### src/rtl/link_pkg.sv
// link_pkg: shared state encoding and constants for the Game Boy link peer.
package link_pkg;
    typedef enum logic [2:0] {IDLE, F_SHIFT, M_LOW, M_HIGH, DONE} link_state_t;
    localparam logic [7:0] LINK_IDLE_BYTE = 8'hFF;
    localparam int LINK_BITS = 8;
endpackage

### src/rtl/link_peer_shifter.sv
// link_peer_shifter: paired tx/rx byte shifters with bit counter and byte-complete flag.
module link_peer_shifter
    import link_pkg::*;
(
    input  logic       clk,
    input  logic       rst,
    input  logic       i_load,
    input  logic [7:0] i_load_data,
    input  logic       i_shift,
    input  logic       i_rx_bit,
    output logic       o_tx_bit,
    output logic [7:0] o_rx_data,
    output logic       o_done
);
    logic [7:0] r_tx_sr;
    logic [7:0] r_rx_sr;
    logic [3:0] r_bit_cnt;
    always_ff @(posedge clk or posedge rst) begin
        if (rst) begin
            r_tx_sr   <= LINK_IDLE_BYTE;
            r_rx_sr   <= '0;
            r_bit_cnt <= '0;
        end else if (i_load) begin
            r_tx_sr   <= i_load_data;
            r_bit_cnt <= '0;
        end else if (i_shift) begin
            r_tx_sr   <= {r_tx_sr[6:0], 1'b1};
            r_rx_sr   <= {r_rx_sr[6:0], i_rx_bit};
            r_bit_cnt <= r_bit_cnt + 4'd1;
        end
    end
    assign o_tx_bit  = r_tx_sr[7];
    assign o_rx_data = r_rx_sr;
    // true on the shift that moves the last bit, so the FSM can leave without an extra cycle
    assign o_done    = i_shift && r_bit_cnt == 4'(LINK_BITS - 1);
endmodule

### src/rtl/link_peer.sv
// link_peer: Game Boy serial-link byte endpoint, follower or clock master, with host valid/ready ports.
// Define LINK_PEER_SYNC_EN to pass gb_clk_in/gb_data_in through 2-flop synchronizers.
module link_peer
    import link_pkg::*;
#(
    parameter int CLK_DIV = 511,
    parameter int TIMEOUT = 65535
) (
    input  logic       clk,
    input  logic       rst,
    input  logic       i_gb_clk_in,
    input  logic       i_gb_data_in,
    output logic       o_gb_clk_out,
    output logic       o_gb_data_out,
    input  logic       i_master_en,
    input  logic [7:0] i_tx_data,
    input  logic       i_tx_valid,
    output logic       o_tx_ready,
    output logic [7:0] o_rx_data,
    output logic       o_rx_valid,
    input  logic       i_rx_ready,
    output logic       o_busy,
    output logic       o_overrun,
    output logic       o_timeout
);
    localparam int DIV_W  = CLK_DIV > 0 ? $clog2(CLK_DIV + 1) : 1;
    localparam int IDLE_W = TIMEOUT > 0 ? $clog2(TIMEOUT + 1) : 1;

    link_state_t r_state, w_next;
    logic w_clk_in, w_data_in, r_prev_clk;
`ifdef LINK_PEER_SYNC_EN
    logic [1:0] r_clk_sync, r_data_sync;
    always_ff @(posedge clk or posedge rst) begin
        if (rst) begin
            r_clk_sync  <= 2'b11;
            r_data_sync <= 2'b11;
        end else begin
            r_clk_sync  <= {r_clk_sync[0], i_gb_clk_in};
            r_data_sync <= {r_data_sync[0], i_gb_data_in};
        end
    end
    assign w_clk_in  = r_clk_sync[1];
    assign w_data_in = r_data_sync[1];
`else
    assign w_clk_in  = i_gb_clk_in;
    assign w_data_in = i_gb_data_in;
`endif

    logic              r_hold_full;
    logic [7:0]        r_hold;
    logic [DIV_W-1:0]  r_div;
    logic [IDLE_W-1:0] r_idle;
    logic              r_rx_valid;
    logic [7:0]        r_rx_data;
    logic              r_overrun, r_timeout;
    logic              w_fall, w_rise, w_start, w_div_end, w_stall, w_shift, w_done, w_load, w_drop;
    logic [7:0]        w_rx_sr;

    assign w_fall    = r_prev_clk && !w_clk_in;
    assign w_rise    = !r_prev_clk && w_clk_in;
    assign w_div_end = r_div == DIV_W'(CLK_DIV);
    assign w_stall   = r_state == F_SHIFT && !w_fall && !w_rise && r_idle == IDLE_W'(TIMEOUT - 1);
    assign w_start   = r_state == IDLE && (i_master_en ? r_hold_full : w_fall);
    assign w_shift   = (r_state == F_SHIFT && w_rise) || (r_state == M_HIGH && w_div_end);
    // preloading while idle keeps the first bit on the line before the Game Boy clocks it
    assign w_load    = r_state == IDLE || r_state == DONE;
    assign w_drop    = r_state == DONE && r_rx_valid && !i_rx_ready;

    link_peer_shifter u_shifter (
        .clk        (clk),
        .rst        (rst),
        .i_load     (w_load),
        .i_load_data(r_hold_full ? r_hold : LINK_IDLE_BYTE),
        .i_shift    (w_shift),
        .i_rx_bit   (w_data_in),
        .o_tx_bit   (o_gb_data_out),
        .o_rx_data  (w_rx_sr),
        .o_done     (w_done)
    );

    always_ff @(posedge clk or posedge rst) begin
        if (rst) r_state <= IDLE;
        else     r_state <= w_next;
    end

    always_comb begin
        w_next = r_state;
        case (r_state)
            IDLE:    w_next = w_start ? (i_master_en ? M_LOW : F_SHIFT) : IDLE;
            F_SHIFT: w_next = w_stall ? IDLE : w_done ? DONE : F_SHIFT;
            M_LOW:   w_next = w_div_end ? M_HIGH : M_LOW;
            M_HIGH:  w_next = w_done ? DONE : w_div_end ? M_LOW : M_HIGH;
            default: w_next = IDLE;
        endcase
    end

    always_comb begin
        o_gb_clk_out = r_state != M_LOW;
        o_busy       = r_state != IDLE;
    end

    always_ff @(posedge clk or posedge rst) begin
        if (rst) begin
            r_prev_clk  <= 1'b1;
            r_hold_full <= 1'b0;
            r_hold      <= '0;
            r_div       <= '0;
            r_idle      <= '0;
            r_rx_valid  <= 1'b0;
            r_rx_data   <= '0;
            r_overrun   <= 1'b0;
            r_timeout   <= 1'b0;
        end else begin
            r_prev_clk <= w_clk_in;
            if (i_tx_valid && !r_hold_full) begin
                r_hold      <= i_tx_data;
                r_hold_full <= 1'b1;
            end else if (w_start && r_hold_full) begin
                r_hold_full <= 1'b0;
            end
            r_div      <= (r_state inside {M_LOW, M_HIGH}) && !w_div_end ? r_div + DIV_W'(1) : '0;
            r_idle     <= r_state == F_SHIFT && !w_fall && !w_rise ?
                          r_idle + IDLE_W'(r_idle != IDLE_W'(TIMEOUT)) : '0;
            r_rx_valid <= (r_state == DONE && !w_drop) || (r_rx_valid && !i_rx_ready);
            if (r_state == DONE && !w_drop) r_rx_data <= w_rx_sr;
            r_overrun  <= w_drop;
            r_timeout  <= w_stall;
        end
    end

    assign o_tx_ready = !r_hold_full;
    assign o_rx_valid = r_rx_valid;
    assign o_rx_data  = r_rx_data;
    assign o_overrun  = r_overrun;
    assign o_timeout  = r_timeout;
endmodule
### config.mk
export PLATFORM = sky130hd
export DESIGN_NAME = link_peer
export DESIGN_NICKNAME = d
export VERILOG_FILES = /design/src/rtl/link_pkg.sv /design/src/rtl/link_peer_shifter.sv /design/src/rtl/link_peer.sv
export SDC_FILE = /design/constraint.sdc
export NUM_CORES = 1
export LEC_CHECK = 0
export ABC_AREA = 1
export ABC_CLOCK_PERIOD_IN_PS = 5200
export BUFFER_PORTS_ARGS = -buffer_cell sky130_fd_sc_hd__buf_4
export CAP_MARGIN = 10
export CELL_PAD_IN_SITES_DETAIL_PLACEMENT = 0
export CELL_PAD_IN_SITES_GLOBAL_PLACEMENT = 1
export CORE_ASPECT_RATIO = 0.5
export CORE_MARGIN = 5
export CORE_UTILIZATION = 25
export DETAILED_ROUTE_END_ITERATION = 6
export GPL_ROUTABILITY_DRIVEN = 0
export PLACE_DENSITY = 0.5
export SETUP_SLACK_MARGIN = 0.15
export SYNTH_ARGS = -nofsm -noshare
export SYNTH_HDL_FRONTEND = slang
export SYNTH_SLANG_ARGS = --single-unit
### constraint.sdc
create_clock -name clk -period 5.2 [get_ports clk]
set_clock_uncertainty 0.15 [all_clocks]
set_input_delay 0.52 -clock clk [delete_from_list [all_inputs] [get_ports clk]]
set_output_delay 0.52 -clock clk [all_outputs]
set_load 0.02 [all_outputs]
==> results.md <==
* CTS tree: done
* Commonest cells in the netlist: nand2_1, dfrtp_1, nor2_1, inv_1, o21ai_0
* Placed Cells at 560
* Top cell type's share of synthesized area at 47.4%
* Post-synth EDFFs at 0
* Busiest grt layer: met2
* # port buffers at 29
* Seq/Total Area, Yosys at 54.9%
* Hold Crit Depth at 1
* Hold WS at 0.165 ns
* RSZ-0062 raised after global routing: no
* Die width at 169 um
* PwrDens at 345 nW/um^2
* Async set-reset flop share out of synthesis at 100%
* Count leader, synth: nand2_1
* Sink Count at 69
* Met1 usage at 11.6%
* Synth warn at 0
* # rows at 29
* # nets final at 421
* Crit. End Element: flop
* Initial antenna violation count at 0
* Layout cell share with drive strength beyond 1 at 18.5%
* Ys flop type: dfrtp_1
* Worst Hold Class: input pin to flop
* GR Layer Usage met3 at 3.22%
* Initial DRC Count at 83
* CP arrival at 3.06 ns
* R2R setup slack at 2.24 ns
* # hold bufs at CTS at 0
* Static Leak at 1.77 nW
* Die area at 15,100 sq um
* Syn-to-layout area delta at 22.9%
* Slew @ Worst Pin at 0.894 ns
* #FFs+latches synth at 69
* Clock transition at path regs at 0.05 ns
* Sequential power share at 43.4%
* Path depth of the worst reg2reg path at 11
* Max cap viols at 0
* Comb power frac at 4.2%
* Gr ovfl total at 0
* Antenna violation net count after detailed routing at 0
* Routed vias/inst at 4.20
* Core area at 12,500 sq um
* Switching Power at 264 uW
* Starting Density at 25.3%
* Non-Filler Instances at 576
* CTS Buf Count at 9
* Root Buffer: clkbuf_16
* Drt pass-1 iters at 4
* Mapped Nets at 387
* H-tree depth at 3
* Post-CTS setup buffers at 0
* P_int at 1.08 mW
* M2 GR Usage at 16.1%
* CP startpoint kind: flop
* Longest Clk Path Bufs at 2
* FF-to-FF Start: r_div[0]
* Final core utilization at 31.1%
* Synth cell types at 27
* Pre-CTS setup slack at 2.22 ns
* # fillers at 1,314
* Wirelength per Cell at 11.7 um
* Synth Cell Area at 3160 sq um
* Outcome: finished clean
* Power, Total at 1.34 mW
* Post-Route WL at 6740 um
* Worst slew margin at 40.4%
* First-pass GRT wire length at 11,300 um
* Vias at 2,421
* Setup TNS Final at 0 ns
* DP Area at 3550 sq um
* CP required at 5.29 ns
* Switching portion of total power at 19.6%
* Worst IR Drop VDD at 0.000145 V
* I/O pins at 30
* Hold_sp: i_gb_clk_in
* Synth area leaders: dfrtp_1, nand2_1, dfstp_2
* Period Utilization, post-route at 57.0%
* Worst Setup SP: r_div[0]
* Clock power share at 52.4%
* Vias in the first global route at 2,394
* Post-CTS sizing at 0
* Syn avg cell area at 8.62 sq um
* Drt drc at 0
* Slew Limit Fails at 0
* Critical Path Fanout Max at 29
* Kind of critical path: flop to flop
* Post-layout instance area at 3890 sq um
* Final setup viols at 0
* Syn Inst Count at 367
* Fin. Hold Viols at 0
* Post-synth top area cell: dfrtp_1
* Worst setup margin at 2.24 ns
* Fin crit period at 2.96 ns
* Largest net degree at the start of global routing at 70
* Max Freq at 338 MHz
* Clock latency on the worst-skew pair at 0.33 ns
* Die Ht at 89.6 um
* # diodes at 0
* Detailed placer's ending HPWL at 4740 um
* All-Layer GR Usage at 9.56%
routing by layer:
| layer | wire length [um] | part of all wire (%) |
|---|---|---|
| met5 | 0 | 0 |
| met4 | 104 | 1.5 |
| met3 | 240 | 3.6 |
| met2 | 3070 | 45 |
| met1 | 3330 | 49 |
registers in the layout, summed over array words and instances (netlist names), 3 cells and up:
name                 count
u_shifter.o_rx_data      8
o_rx_data                8
u_shifter.r_bit_cnt      4
r_idle                  16
r_state                  3
r_div                    9
u_shifter.r_tx_sr        8
r_hold                   8
critical path: stages (launching register included):
cell	delay, ns
dfrtp_1	0.39
ha_1	0.22
nand3_1	0.12
nor2_1	0.06
nand3_1	0.09
nor2_1	0.05
ha_1	0.21
nand3_1	0.09
nand2_1	0.49
nor2_1	0.79
nand2_1	0.09
o21ai_1	0.11
cells by family after synthesis:
| logic type | count (synthesis) | share of synthesized area (%) |
|---|---|---|
| compound gates | 44 | 7.04 |
| xor+xnor | 3 | 0.831 |
| fa+ha+maj | 5 | 1.98 |
| buf+inv | 51 | 6.96 |
| flops | 69 | 54.9 |
| mux | 8 | 2.85 |
| simple gates | 187 | 25.4 |
path summary, 6_finish.rpt:
path / end
max: u_shifter.r_bit_cnt[2]
min: r_prev_clk
max reg2reg: u_shifter.r_bit_cnt[2]
min reg2reg: r_div[0]
max in group asynchronous: r_hold[1]
min in group asynchronous: r_idle[1]
power groups by stage:
stage | Combinational (mW) | Clock, mW | Sequential (mW)
floorplan | 0.0401 | 0 | 0.586
global placement | 0.0563 | 0 | 0.590
detailed placement | 0.0587 | 0 | 0.592
CTS | 0.0589 | 0.727 | 0.583
global route | 0.0647 | 0.749 | 0.586
finish | 0.0565 | 0.704 | 0.583
cell usage in the layout (no fill, tap or decap):
cell type	count
or2_2	1
nor3_4	1
xor2_1	3
clkbuf_16	9
and3_1	1
nand4_1	3
nand3_1	26
nor3b_1	2
inv_1	39
a21oi_1	10
clkinv_2	1
nor3_2	2
dfstp_2	9
mux2_2	8
nor3_1	7
bufinv_16	3
clkbuf_8	1
buf_4	30
ha_1	5
nand2_1	87
nor2_2	4
nand3_2	1
clkbuf_1	2
dfrtp_1	60
o21bai_1	1
o21ai_0	28
o21ai_1	5
nor2_1	52
inv_2	5
area by class of cell:
| type | instances | area, sq um | share of cell area (%) |
|---|---|---|---|
| Sequential cell | 69 | 1740 | 44.7 |
| Multi-Input combinational cell | 247 | 1210 | 31.0 |
| Clock buffer | 12 | 246 | 6.34 |
| Timing Repair Buffer | 30 | 225 | 5.79 |
| Tap cell | 170 | 213 | 5.47 |
| Inverter | 44 | 165 | 4.25 |
| Clock inverter | 4 | 95.1 | 2.45 |
No activity file was read; power rests on OpenSTA's default activity.
